File: src/rtl/axis_sum_dump.sv
// Sum-and-dump decimator: accumulates N signed samples with saturation and
// emits one block sum through a single-entry AXI4-Stream output register.
module axis_sum_dump #(
    parameter int unsigned S_AXIS_TDATA_WIDTH = 24,
    parameter int unsigned M_AXIS_TDATA_WIDTH = 32,
    parameter int unsigned CNTR_WIDTH         = 16
) (
    input  logic                          CLK,
    input  logic                          RST,
    input  logic [CNTR_WIDTH-1:0]         cfg_data,
    input  logic [S_AXIS_TDATA_WIDTH-1:0] s_axis_tdata,
    input  logic                          s_axis_tvalid,
    output logic                          s_axis_tready,
    output logic [M_AXIS_TDATA_WIDTH-1:0] m_axis_tdata,
    output logic                          m_axis_tvalid,
    input  logic                          m_axis_tready
);

    localparam int unsigned SW = S_AXIS_TDATA_WIDTH;
    localparam int unsigned MW = M_AXIS_TDATA_WIDTH;
    localparam int unsigned CW = CNTR_WIDTH;

    logic signed [MW-1:0] acc_q, acc_d;
    logic [CW-1:0]        cnt_q, cnt_d;
    logic [CW-1:0]        lim_q, lim_d;
    logic [MW-1:0]        tdata_q, tdata_d;
    logic                 tvalid_q, tvalid_d;

    logic [CW-1:0]        cfg_lim;
    logic [CW-1:0]        lim;
    logic                 last;
    logic                 accept;
    logic signed [SW-1:0] s_sample;
    logic signed [MW-1:0] x_ext;
    logic signed [MW:0]   sum_w;
    logic signed [MW-1:0] sum_sat;

    // Block length, sign extension and saturating sum
    always_comb begin
        cfg_lim  = (cfg_data == '0) ? '0 : cfg_data - CW'(1);
        lim      = (cnt_q == '0) ? cfg_lim : lim_q;
        last     = (cnt_q == lim);
        s_sample = s_axis_tdata;
        x_ext    = MW'(s_sample);
        sum_w    = (MW+1)'(acc_q) + (MW+1)'(x_ext);
        if (sum_w[MW] != sum_w[MW-1]) begin
            sum_sat = sum_w[MW] ? {1'b1, {(MW-1){1'b0}}} : {1'b0, {(MW-1){1'b1}}};
        end else begin
            sum_sat = sum_w[MW-1:0];
        end
    end

    // Back-pressure reaches the input only on the block-closing sample
    assign s_axis_tready = ~RST & (~last | ~tvalid_q | m_axis_tready);
    assign accept        = s_axis_tvalid & s_axis_tready;

    always_comb begin
        acc_d    = acc_q;
        cnt_d    = cnt_q;
        lim_d    = lim_q;
        tdata_d  = tdata_q;
        tvalid_d = tvalid_q;
        if (tvalid_q && m_axis_tready) begin
            tvalid_d = 1'b0;
        end
        if (accept) begin
            if (cnt_q == '0) begin
                lim_d = lim;
            end
            if (last) begin
                tdata_d  = sum_sat;
                tvalid_d = 1'b1;
                acc_d    = '0;
                cnt_d    = '0;
            end else begin
                acc_d = sum_sat;
                cnt_d = cnt_q + CW'(1);
            end
        end
    end

    always_ff @(posedge CLK) begin
        if (RST) begin
            acc_q    <= '0;
            cnt_q    <= '0;
            lim_q    <= '0;
            tdata_q  <= '0;
            tvalid_q <= 1'b0;
        end else begin
            acc_q    <= acc_d;
            cnt_q    <= cnt_d;
            lim_q    <= lim_d;
            tdata_q  <= tdata_d;
            tvalid_q <= tvalid_d;
        end
    end

    assign m_axis_tdata  = tdata_q;
    assign m_axis_tvalid = tvalid_q;

endmodule

File: config.mk
export PLATFORM = sky130hd
export DESIGN_NAME = axis_sum_dump
export DESIGN_NICKNAME = d
export VERILOG_FILES = /design/src/rtl/axis_sum_dump.sv
export SDC_FILE = /design/constraint.sdc
export NUM_CORES = 1
export LEC_CHECK = 0
export ABC_CLOCK_PERIOD_IN_PS = 6100
export CAP_MARGIN = 10
export CORE_ASPECT_RATIO = 1.75
export CORE_UTILIZATION = 60
export CTS_CLUSTER_DIAMETER = 150
export CTS_CLUSTER_SIZE = 10
export DETAILED_ROUTE_END_ITERATION = 8
export PLACE_DENSITY = 0.85
export SKIP_CTS_REPAIR_TIMING = 1
export SYNTH_ARGS = -nofsm -noshare
export SYNTH_HDL_FRONTEND = slang
export SYNTH_SLANG_ARGS = --single-unit
export TNS_END_PERCENT = 10
File: constraint.sdc
create_clock -name CLK -period 6.1 [get_ports CLK]
set_input_delay 0.915 -clock CLK [delete_from_list [all_inputs] [get_ports CLK]]
set_output_delay 0.915 -clock CLK [all_outputs]
set_load 0.02 [all_outputs]
==> flow_metrics.py <==
metrics = {
    "global_route": {
        "grt_remaining_overflow": 0,
        "grt_pass1_vias": 6752,
        "grt_antenna_before_repair": 0,
        "grt_first_pass_wirelength_mm": 31.9,
        "grt.total_usage": 0.361,
        "grt_max_degree": 50,
    },
    "synth": {
        "gate_count_post_synth": 816,
        "most_used_flip_flop_cell_after_synthesis": "dfxtp_1",
        "synth.largest_area_cell": "dfxtp_1",
        "synthArstFlopShare": 0,
        "syn_area_per_cell_sq_um": 8.17,
        "yosysSeqAreaShare": 0.291,
        "yosys_warnings": 0,
        "synthDistinctLibCells": 82,
        "synthesized_netlist_net_count": 897,
        "synth.area.top_cells": "dfxtp_1 (29%), ha_1 (6.8%), a21oi_1 (5.8%)",
        "synth-edff-count": 0,
        "ys_seq_elements": 97,
        "yosys.area.top_type_share": 0.291,
        "synth_area_sq_mm": 0.00667,
    },
    "critical_path": {
        "worst-endpoint-required_ps": 5180,
        "cp-end-kind": "primary output",
        "regToRegSetupSlack_ps": 1820,
        "arrival_ps": 4650,
        "timing.critical_path.from_type": "input port",
        "crit_type": "input port to primary output",
        "highest_net_fanout_along_the_worst_path": 8,
    },
    "pwr": {
        "p_switching_uw": 907,
        "ir_worst_vdd_mv": 0.174,
        "internal_power_component_mw": 1.37,
        "power.share.combinational": 0.425,
        "clock_power_share": 0.252,
        "seq_power_share": 0.322,
        "p_total_mw": 2.28,
        "net_switching_share_of_the_total_power": 0.399,
        "p_leak_nw": 3.13,
        "cellPowerDensity_mw_per_mm2": 293,
    },
    "clock_network": {
        "cts-buffers-inserted": 9,
        "clockBufferDepth": 2,
        "cts-root-buf": "clkbuf_16",
        "htree_levels": 3,
        "cts.sink_count": 97,
        "worst_skew_pair.late_latency_ps": 360,
        "clkTransAtPathRegs_ps": 70,
        "cts_tree": "done",
    },
    "job": {
        "maxCapViolCount": 0,
    },
    "sta": {
        "final.setup.tns_ps": 0,
        "final.min_clock_period_ps": 5570,
        "slew_viol_final": 0,
        "finalHoldViolCount": 0,
        "max_slew.worst_pin.slew_ps": 911,
        "relSlewSlack": 0.393,
        "grt_setup_unrepaired": "no",
        "min_period_over_period": 0.913,
        "timing.clock.skew_ps": 11.3,
        "fmaxAchievable_mhz": 180,
        "final_setup_violation_count": 0,
    },
    "drt": {
        "vias": 6784,
        "detailedRoute.firstIterationViolations": 591,
        "firstDrtPassIters": 6,
        "post_drt_via_cell_ratio": 6.75,
        "route.antenna.remaining_nets": 0,
        "drt_wl_total_mm": 20.2,
        "routed_wire_length_per_instance_um": 20.1,
        "post-route-drc-count": 0,
    },
    "floorplanning": {
        "dieWidth_um": 81.7,
        "die_h_um": 141,
        "core.rowCount": 50,
        "fp.dieArea_sq_mm": 0.0116,
        "i_o_pins": 78,
        "initial_utilization": 0.619,
        "coreArea_sq_mm": 0.0108,
    },
    "placed_design": {
        "place.detailed.hpwl_mm": 15.1,
        "globalplace.congestion": 0.949,
        "io_buffers": 77,
    },
    "layout": {
        "antenna_cells": 0,
        "layout-area-overhead-vs-synth_pct": 16.4,
        "fill_cells": 862,
        "drive_gt1_frac": 0.0754,
        "num-nets-final": 951,
    },
    "min_path": {
        "min_path_type": "register to register",
    },
    "run_status": {
        "status": "complete, no violations",
    },
}
power by group through the flow:
stage,sequential (mW),combinational (mW),clock (mW)
global placement,0.743,0.904,0
floorplan,0.732,0.701,0
global route,0.739,1.05,0.598
CTS,0.732,0.942,0.577
detailed placement,0.746,0.931,0
finish,0.733,0.969,0.574
through the flow:
| stage | worst slack [ps] | cell area, sq um | hold WS (ps) | instances | utilization |
|---|---|---|---|---|---|
| floorplan | 1690 | 6670 | 429 | 816 | - |
| global placement | 683 | 7460 | 438 | 989 | 0.694 |
| detailed placement | 581 | 7460 | 449 | 989 | 0.694 |
| CTS | 576 | 7760 | 455 | 1005 | 0.721 |
| global route | 233 | 7760 | 485 | 1005 | 0.721 |
| finish | 532 | 7760 | 453 | 1005 | 0.721 |
cell families after synthesis:
logic type                 count (synthesis)  synth area share
adders and majority gates                 37            0.0706
and+or+nand+nor                          294             0.250
DFF                                       97             0.291
buffers and inverters                     67            0.0458
AOI/OAI and AO/OA                        275             0.279
xor gates and xnor gates                  36            0.0473
muxes                                     10            0.0160
registers in the layout, indices dropped and copies added, names as in the netlist:
signal	flops
acc_q	32
m_axis_tdata	32
cnt_q	16
lim_q	16
m_axis_tvalid	1
per-layer routing:
metal / vias to the layer above / track usage / share of wire / wire length, um
met4: 0 / 0.250 / 0.068 / 1370
met1: 3182 / 0.367 / 0.35 / 7140
li1: 3170 / - / - / -
met2: 335 / 0.652 / 0.52 / 10600
met3: 97 / 0.0495 / 0.058 / 1170
met5: - / 0 / 0 / 0
final timing paths:
| kind | start | endpoint | depth (start not counted) |
|---|---|---|---|
| setup / recovery | cfg_data[0] | s_axis_tready | 12 |
| hold / removal | lim_q[13] | lim_q[13] | 2 |
| setup reg to reg | cnt_q[0] | acc_q[13] | 11 |
| hold reg to reg | lim_q[13] | lim_q[13] | 2 |
final cells by class:
type / instances / area [sq um] / area share
multi-input combinational: 652 / 4430 / 0.571
sequential: 97 / 1940 / 0.250
timing repair buffer: 87 / 841 / 0.108
clock buffer: 9 / 225 / 0.0290
tap: 130 / 163 / 0.0210
inverter: 23 / 86.3 / 0.0111
clock inverter: 7 / 71.3 / 0.00919
synthesized netlist by cell type (7+ instances only):
library cell	n
a21o_1	37
a21oi_1	77
a22o_1	16
and3_1	8
buf_2	18
clkbuf_1	18
dfxtp_1	97
ha_1	36
inv_1	23
mux2i_1	8
nand2_1	66
nand3_1	24
nand4_1	14
nor2_1	59
nor3_1	17
nor3b_1	15
nor4_1	9
o211ai_1	7
o21a_1	7
o21ai_0	48
o31ai_1	9
or3_1	20
or4_1	8
xnor2_1	20
xor2_1	16
critical path, cell delays in order:
cell and delay, ps:
clkdlybuf4s50_1 490, inv_1 160, ha_1 170, nor4b_1 450, nand4_1 460, o211ai_1 270
a21oi_1 100, or4_1 530, nand4b_4 280, nor3_2 210, nor2_1 60, clkdlybuf4s50_1 550
cell usage in the layout, fill, tap and decap left out, types with 4 or more instances in the layout:
cell / n
and3_1: 8
nand2b_1: 5
nor2_1: 59
a21oi_1: 76
nor2b_1: 5
and2_1: 5
o21a_1: 7
nand3b_1: 5
a211oi_2: 6
nand3_1: 24
ha_1: 36
clkbuf_16: 9
mux2i_1: 7
o31ai_1: 9
nand4_1: 14
inv_1: 23
o2bb2ai_1: 6
xnor2_1: 20
nor3b_1: 15
o21bai_1: 4
a31oi_1: 5
clkdlybuf4s50_1: 76
xor2_1: 16
or2_2: 6
nand2_1: 66
nor4b_1: 4
or4_1: 8
dfxtp_1: 97
a22o_1: 16
o21ai_1: 5
a21o_1: 37
buf_4: 10
nor3_1: 17
or3_1: 20
a211o_1: 4
o211ai_1: 7
nor4_1: 9
a211oi_1: 6
o21ai_0: 48
Note: power is estimated with default switching activity, not from simulation.
